**src/rtl/key_event.sv**
```systemverilog
// key_event: converts debounced key levels into one-cycle press/release/
// long/repeat pulses plus held/long_held status levels, one lane per key.

// One key channel: edge detector, IDLE/PRESSED/LONG FSM and a saturating counter.
module key_event_lane #(
    parameter int hold_cycles   = 25_000_000,
    parameter int repeat_cycles = 5_000_000,
    parameter int cw            = 25
) (
    input  logic clk,
    input  logic reset,
    input  logic sw_in,
    output logic press,
    output logic release_pulse,
    output logic long,
    output logic repeat_pulse,
    output logic held,
    output logic long_held
);
    typedef enum logic [1:0] {IDLE, PRESSED, LONG} state_t;

    // Counter values at which the next in-progress cycle completes the period.
    localparam logic [cw-1:0] hold_last = cw'(hold_cycles - 1);
    localparam logic [cw-1:0] rpt_last  = cw'((repeat_cycles == 0) ? 0 : repeat_cycles - 1);
    localparam logic [cw-1:0] one       = cw'(1);

    state_t        state, state_nx;
    logic [cw-1:0] cnt, cnt_nx;
    logic          sw_q;
    logic          press_nx, rel_nx, long_nx, rpt_nx;

    // State, counter and every output are registered.
    always_ff @(posedge clk or negedge reset) begin
        if (!reset) begin
            state         <= IDLE;
            cnt           <= '0;
            sw_q          <= 1'b0;
            press         <= 1'b0;
            release_pulse <= 1'b0;
            long          <= 1'b0;
            repeat_pulse  <= 1'b0;
            held          <= 1'b0;
            long_held     <= 1'b0;
        end else begin
            state         <= state_nx;
            cnt           <= cnt_nx;
            sw_q          <= sw_in;
            press         <= press_nx;
            release_pulse <= rel_nx;
            long          <= long_nx;
            repeat_pulse  <= rpt_nx;
            held          <= (state_nx != IDLE);
            long_held     <= (state_nx == LONG);
        end
    end

    // Next state and pulses; release is tested first so it wins over long/repeat.
    always_comb begin
        state_nx = state;
        cnt_nx   = cnt;
        press_nx = 1'b0;
        rel_nx   = 1'b0;
        long_nx  = 1'b0;
        rpt_nx   = 1'b0;
        case (state)
            IDLE: begin
                if (sw_in && !sw_q) begin
                    state_nx = PRESSED;
                    cnt_nx   = '0;
                    press_nx = 1'b1;
                end
            end
            PRESSED: begin
                if (!sw_in) begin
                    state_nx = IDLE;
                    cnt_nx   = '0;
                    rel_nx   = 1'b1;
                end else if (cnt == hold_last) begin
                    state_nx = LONG;
                    cnt_nx   = '0;
                    long_nx  = 1'b1;
                end else if (cnt != '1) begin
                    cnt_nx = cnt + one;
                end
            end
            LONG: begin
                if (!sw_in) begin
                    state_nx = IDLE;
                    cnt_nx   = '0;
                    rel_nx   = 1'b1;
                end else if (repeat_cycles != 0) begin
                    if (cnt == rpt_last) begin
                        cnt_nx = '0;
                        rpt_nx = 1'b1;
                    end else if (cnt != '1) begin
                        cnt_nx = cnt + one;
                    end
                end else begin
                    cnt_nx = '0;
                end
            end
            default: begin
                state_nx = IDLE;
                cnt_nx   = '0;
            end
        endcase
    end
endmodule

module key_event #(
    parameter int w             = 1,
    parameter int hold_cycles   = 25_000_000,
    parameter int repeat_cycles = 5_000_000
) (
    input  logic         clk,
    input  logic         reset,
    input  logic [w-1:0] sw_in,
    output logic [w-1:0] press,
    output logic [w-1:0] release_pulse,
    output logic [w-1:0] long,
    output logic [w-1:0] repeat_pulse,
    output logic [w-1:0] held,
    output logic [w-1:0] long_held
);
    localparam int max_cycles = (hold_cycles > repeat_cycles) ? hold_cycles : repeat_cycles;
    localparam int cw         = $clog2(max_cycles + 1);

    // One independent lane per key channel.
    for (genvar i = 0; i < w; i++) begin : g_lane
        key_event_lane #(
            .hold_cycles  (hold_cycles),
            .repeat_cycles(repeat_cycles),
            .cw           (cw)
        ) u_lane (
            .clk          (clk),
            .reset        (reset),
            .sw_in        (sw_in[i]),
            .press        (press[i]),
            .release_pulse(release_pulse[i]),
            .long         (long[i]),
            .repeat_pulse (repeat_pulse[i]),
            .held         (held[i]),
            .long_held    (long_held[i])
        );
    end
endmodule

```
**config.mk**
```make
export PLATFORM = sky130hd
export DESIGN_NAME = key_event
export DESIGN_NICKNAME = d
export VERILOG_FILES = /design/src/rtl/key_event.sv
export SDC_FILE = /design/constraint.sdc
export NUM_CORES = 1
export LEC_CHECK = 0
export CAP_MARGIN = 20
export CORE_ASPECT_RATIO = 0.5
export CORE_UTILIZATION = 45
export CTS_CLUSTER_DIAMETER = 150
export DETAILED_ROUTE_END_ITERATION = 6
export GPL_TIMING_DRIVEN = 1
export PLACE_DENSITY_LB_ADDON = 0.1
export SLEW_MARGIN = 25
export SYNTH_ARGS = -nofsm -noshare
export SYNTH_HDL_FRONTEND = slang
export SYNTH_SLANG_ARGS = --single-unit
```
**constraint.sdc**
```tcl
create_clock -name clk -period 2.5 [get_ports clk]
set_clock_uncertainty 0.2 [all_clocks]
set_input_delay 0.625 -clock clk [delete_from_list [all_inputs] [get_ports clk]]
set_output_delay 0.625 -clock clk [all_outputs]
set_load 0.03 [all_outputs]
```
==> impl_metrics.yaml <==
job:
  maxCapViolCount: 0
timing:
  layout_setup_ws_ps: 12.86
  period_minus_slack_ps: 2487
  fin_crit_sh_pct: 99.49
  max_freq_mhz: 402.1
  worst_pin_slew_ps: 648.7
  slew_violations: 0
  setup_viol: 0
  grt_setup_unrepaired: "yes"
  finalHoldViolations: 0
  holdWs_ps: 318.6
  relSlewSlack_pct: 56.35
yosys:
  syn_area_per_cell_um2: 9.099
  ys_ff_latch: 34
  yosysWarnings: 0
  ys_dominant_reg_cell: "dfrtp_1"
  synth_fp_nets: 225
  yosysUniqueCellTypes: 53
  netlist_instances: 217
  ys_async_sr_fraction_pct: 100.0
  yosysSeqAreaShare_pct: 43.09
  synth_edf_count: 0
  synthesis.area_um2: 1974
routing:
  wl_um: 5630
  drt_iter0_drc: 130
  first_pass_iters: 4
  drc: 0
  post_drt_wl_per_cell_um: 16.86
  drtAntennaViolNets: 0
  vias: 1971
  vias_per_cell: 5.901
layout:
  nets: 287
  area_delta_synth_final_pct: 36.50
  mostFrequentLayoutCells: "buf_4, dfrtp_1, nand3_1"
  diodes: 0
  final_common_cell: "buf_4"
  n_fill_cell: 328
  drive_above_1_share_pct: 31.07
  fin_area_um2: 2695
  fin_util_pct: 66.65
critical_path:
  crit_path_start_kind: "flip-flop"
  cp.required_ps: 2480
  path_max_fanout: 6
  arrival_ps: 2460
  crit_path_end_kind: "flip-flop"
  crit_type: "flip-flop to flip-flop"
pwr:
  seqPwrFrac_pct: 39.0
  power_density_nw_per_um2: 570.2
  pwr-share-clk_pct: 33.5
  irDropWorstVdd_v: 0.0002406
  switching_share_pct: 32.51
  p_leak_nw: 1.166
  p_switching_mw: 0.4997
  finalPower_mw: 1.537
  pwr-share-comb_pct: 27.5
  p_int_mw: 1.037
grt:
  antenna_found_initial: 0
  grt_pass1_wl_um: 8694
  met1_usage_pct: 34.53
  grt_max_degree: 35
  grt_pass1_vias: 1836
  use_met3_pct: 5.607
  use_met2_pct: 39.52
  gr-max-usage-layer: "met2"
  grt_usage_pct: 24.55
  overflow: 0
place:
  place_ws_ps: -150.7
  placed_cell_area_um2: 2386
  gp_congestion: 0.8576
  numPortBuffers: 8
  place_hpwl_um: 3768
die:
  start_util_pct: 48.82
  fp.dieH_um: 48.84
  die_area_um2: 4673
  placementRows: 16
  dieWidth_um: 95.68
  coreArea_um2: 4044
  io_pins: 9
hold_path:
  hold_class: "flip-flop to flip-flop"
clock_tree:
  clk_latency_ps: 290
  hold_buffers: 0
  path_clk_slew_ps: 80
  clkSinkCount: 34
  numCtsBuffers: 5
  clockRootBuffer: "clkbuf_8"
  cts_tree: "built"
  cts_max_level: 2
  cts_max_path_buffers: 2
run_status:
  status: "completed"
## through the flow
stage | cells | TNS [ps]
after floorplan | 217 | 0
after global placement | 313 | -114.0
after detailed placement | 313 | -274.5
after CTS | 321 | 0
after global routing | 334 | -202.3
final | 334 | 0
## power by group through the flow
stage / Combinational, mW / Clock, mW / Sequential, mW
3_5_place_dp: 0.400 / 0 / 0.611
2_1_floorplan: 0.210 / 0 / 0.637
4_1_cts: 0.403 / 0.518 / 0.600
6_report: 0.423 / 0.515 / 0.599
5_1_grt: 0.469 / 0.556 / 0.604
3_3_place_gp: 0.391 / 0 / 0.607
## area by class of cell
type	count	area (um2)	share of cell area (%)
clock buffers	5	68.82	2.553
clock inverters	3	45.04	1.671
inverters	10	37.54	1.393
multi-input cells	166	1120	41.55
flip-flops and latches	34	850.8	31.57
well taps	54	67.56	2.507
repair buffers	62	505.5	18.76
## worst paths after layout
path	startpoint	slack, ps	cells after the start	end
setup / recovery	g_lane[0].u_lane.cnt[20]	10	8	g_lane[0].u_lane.cnt[4]
hold / removal	g_lane[0].u_lane.sw_q	320	1	g_lane[0].u_lane.press
setup reg to reg	g_lane[0].u_lane.cnt[20]	10	8	g_lane[0].u_lane.cnt[4]
hold reg to reg	g_lane[0].u_lane.sw_q	320	1	g_lane[0].u_lane.press
max in group asynchronous	reset	1220	2	g_lane[0].u_lane.cnt[11]
min in group asynchronous	reset	570	2	g_lane[0].u_lane.sw_q
## cells by family after synthesis
family | synth area share (%)
flops | 43.09
compound gates | 17.68
simple gates | 29.09
buf+inv | 5.133
fa+ha+maj | 3.169
mux | 0.5070
xor+xnor | 1.331
## critical path: stages, from the launching register on
cell and delay (ps):
dfrtp_1 410, buf_4 140, or4_1 480, nor4_2 220, and2b_2 220, o22ai_2 120, buf_6 160, and3_1 160
a211o_1 260
## timing repair
item,in CTS,in global routing
setup buffers,0,11
gates resized for setup,2,17
pin swaps,1,11
endpoints found under the setup margin,6,22
gates cloned,0,2
## Yosys cell counts, drive strengths merged (4+ instances only)
cell type,instances,area [um2]
buf,4,38.78
nand3,21,110.1
nand4,10,68.81
ha,5,62.56
a31oi,6,37.54
clkbuf,4,25.02
o311ai,7,61.31
and2,4,25.02
nand2,20,75.07
a21oi,13,65.06
nor3,4,20.02
and3,4,26.28
dfrtp,34,850.8
nor2,17,63.81
nor4,4,25.02
o21ai,9,45.04
inv,10,37.54
## registers in the layout, indices dropped and copies added (netlist names)
name and flops:
g_lane.u_lane.cnt 25, g_lane.u_lane.held 1, g_lane.u_lane.press 1, g_lane.u_lane.release_pulse 1
g_lane.u_lane.repeat_pulse 1, g_lane.u_lane.long 1, g_lane.u_lane.state 2, g_lane.u_lane.long_held 1
g_lane.u_lane.sw_q 1
## routing by layer
| layer | part of all wire, % | wire [um] |
|---|---|---|
| met2 | 48 | 2686 |
| met3 | 5.9 | 331 |
| met1 | 46 | 2581 |
| met4 | 0.53 | 30 |
| met5 | 0 | 0 |
No activity file was read; power rests on OpenSTA's default activity.
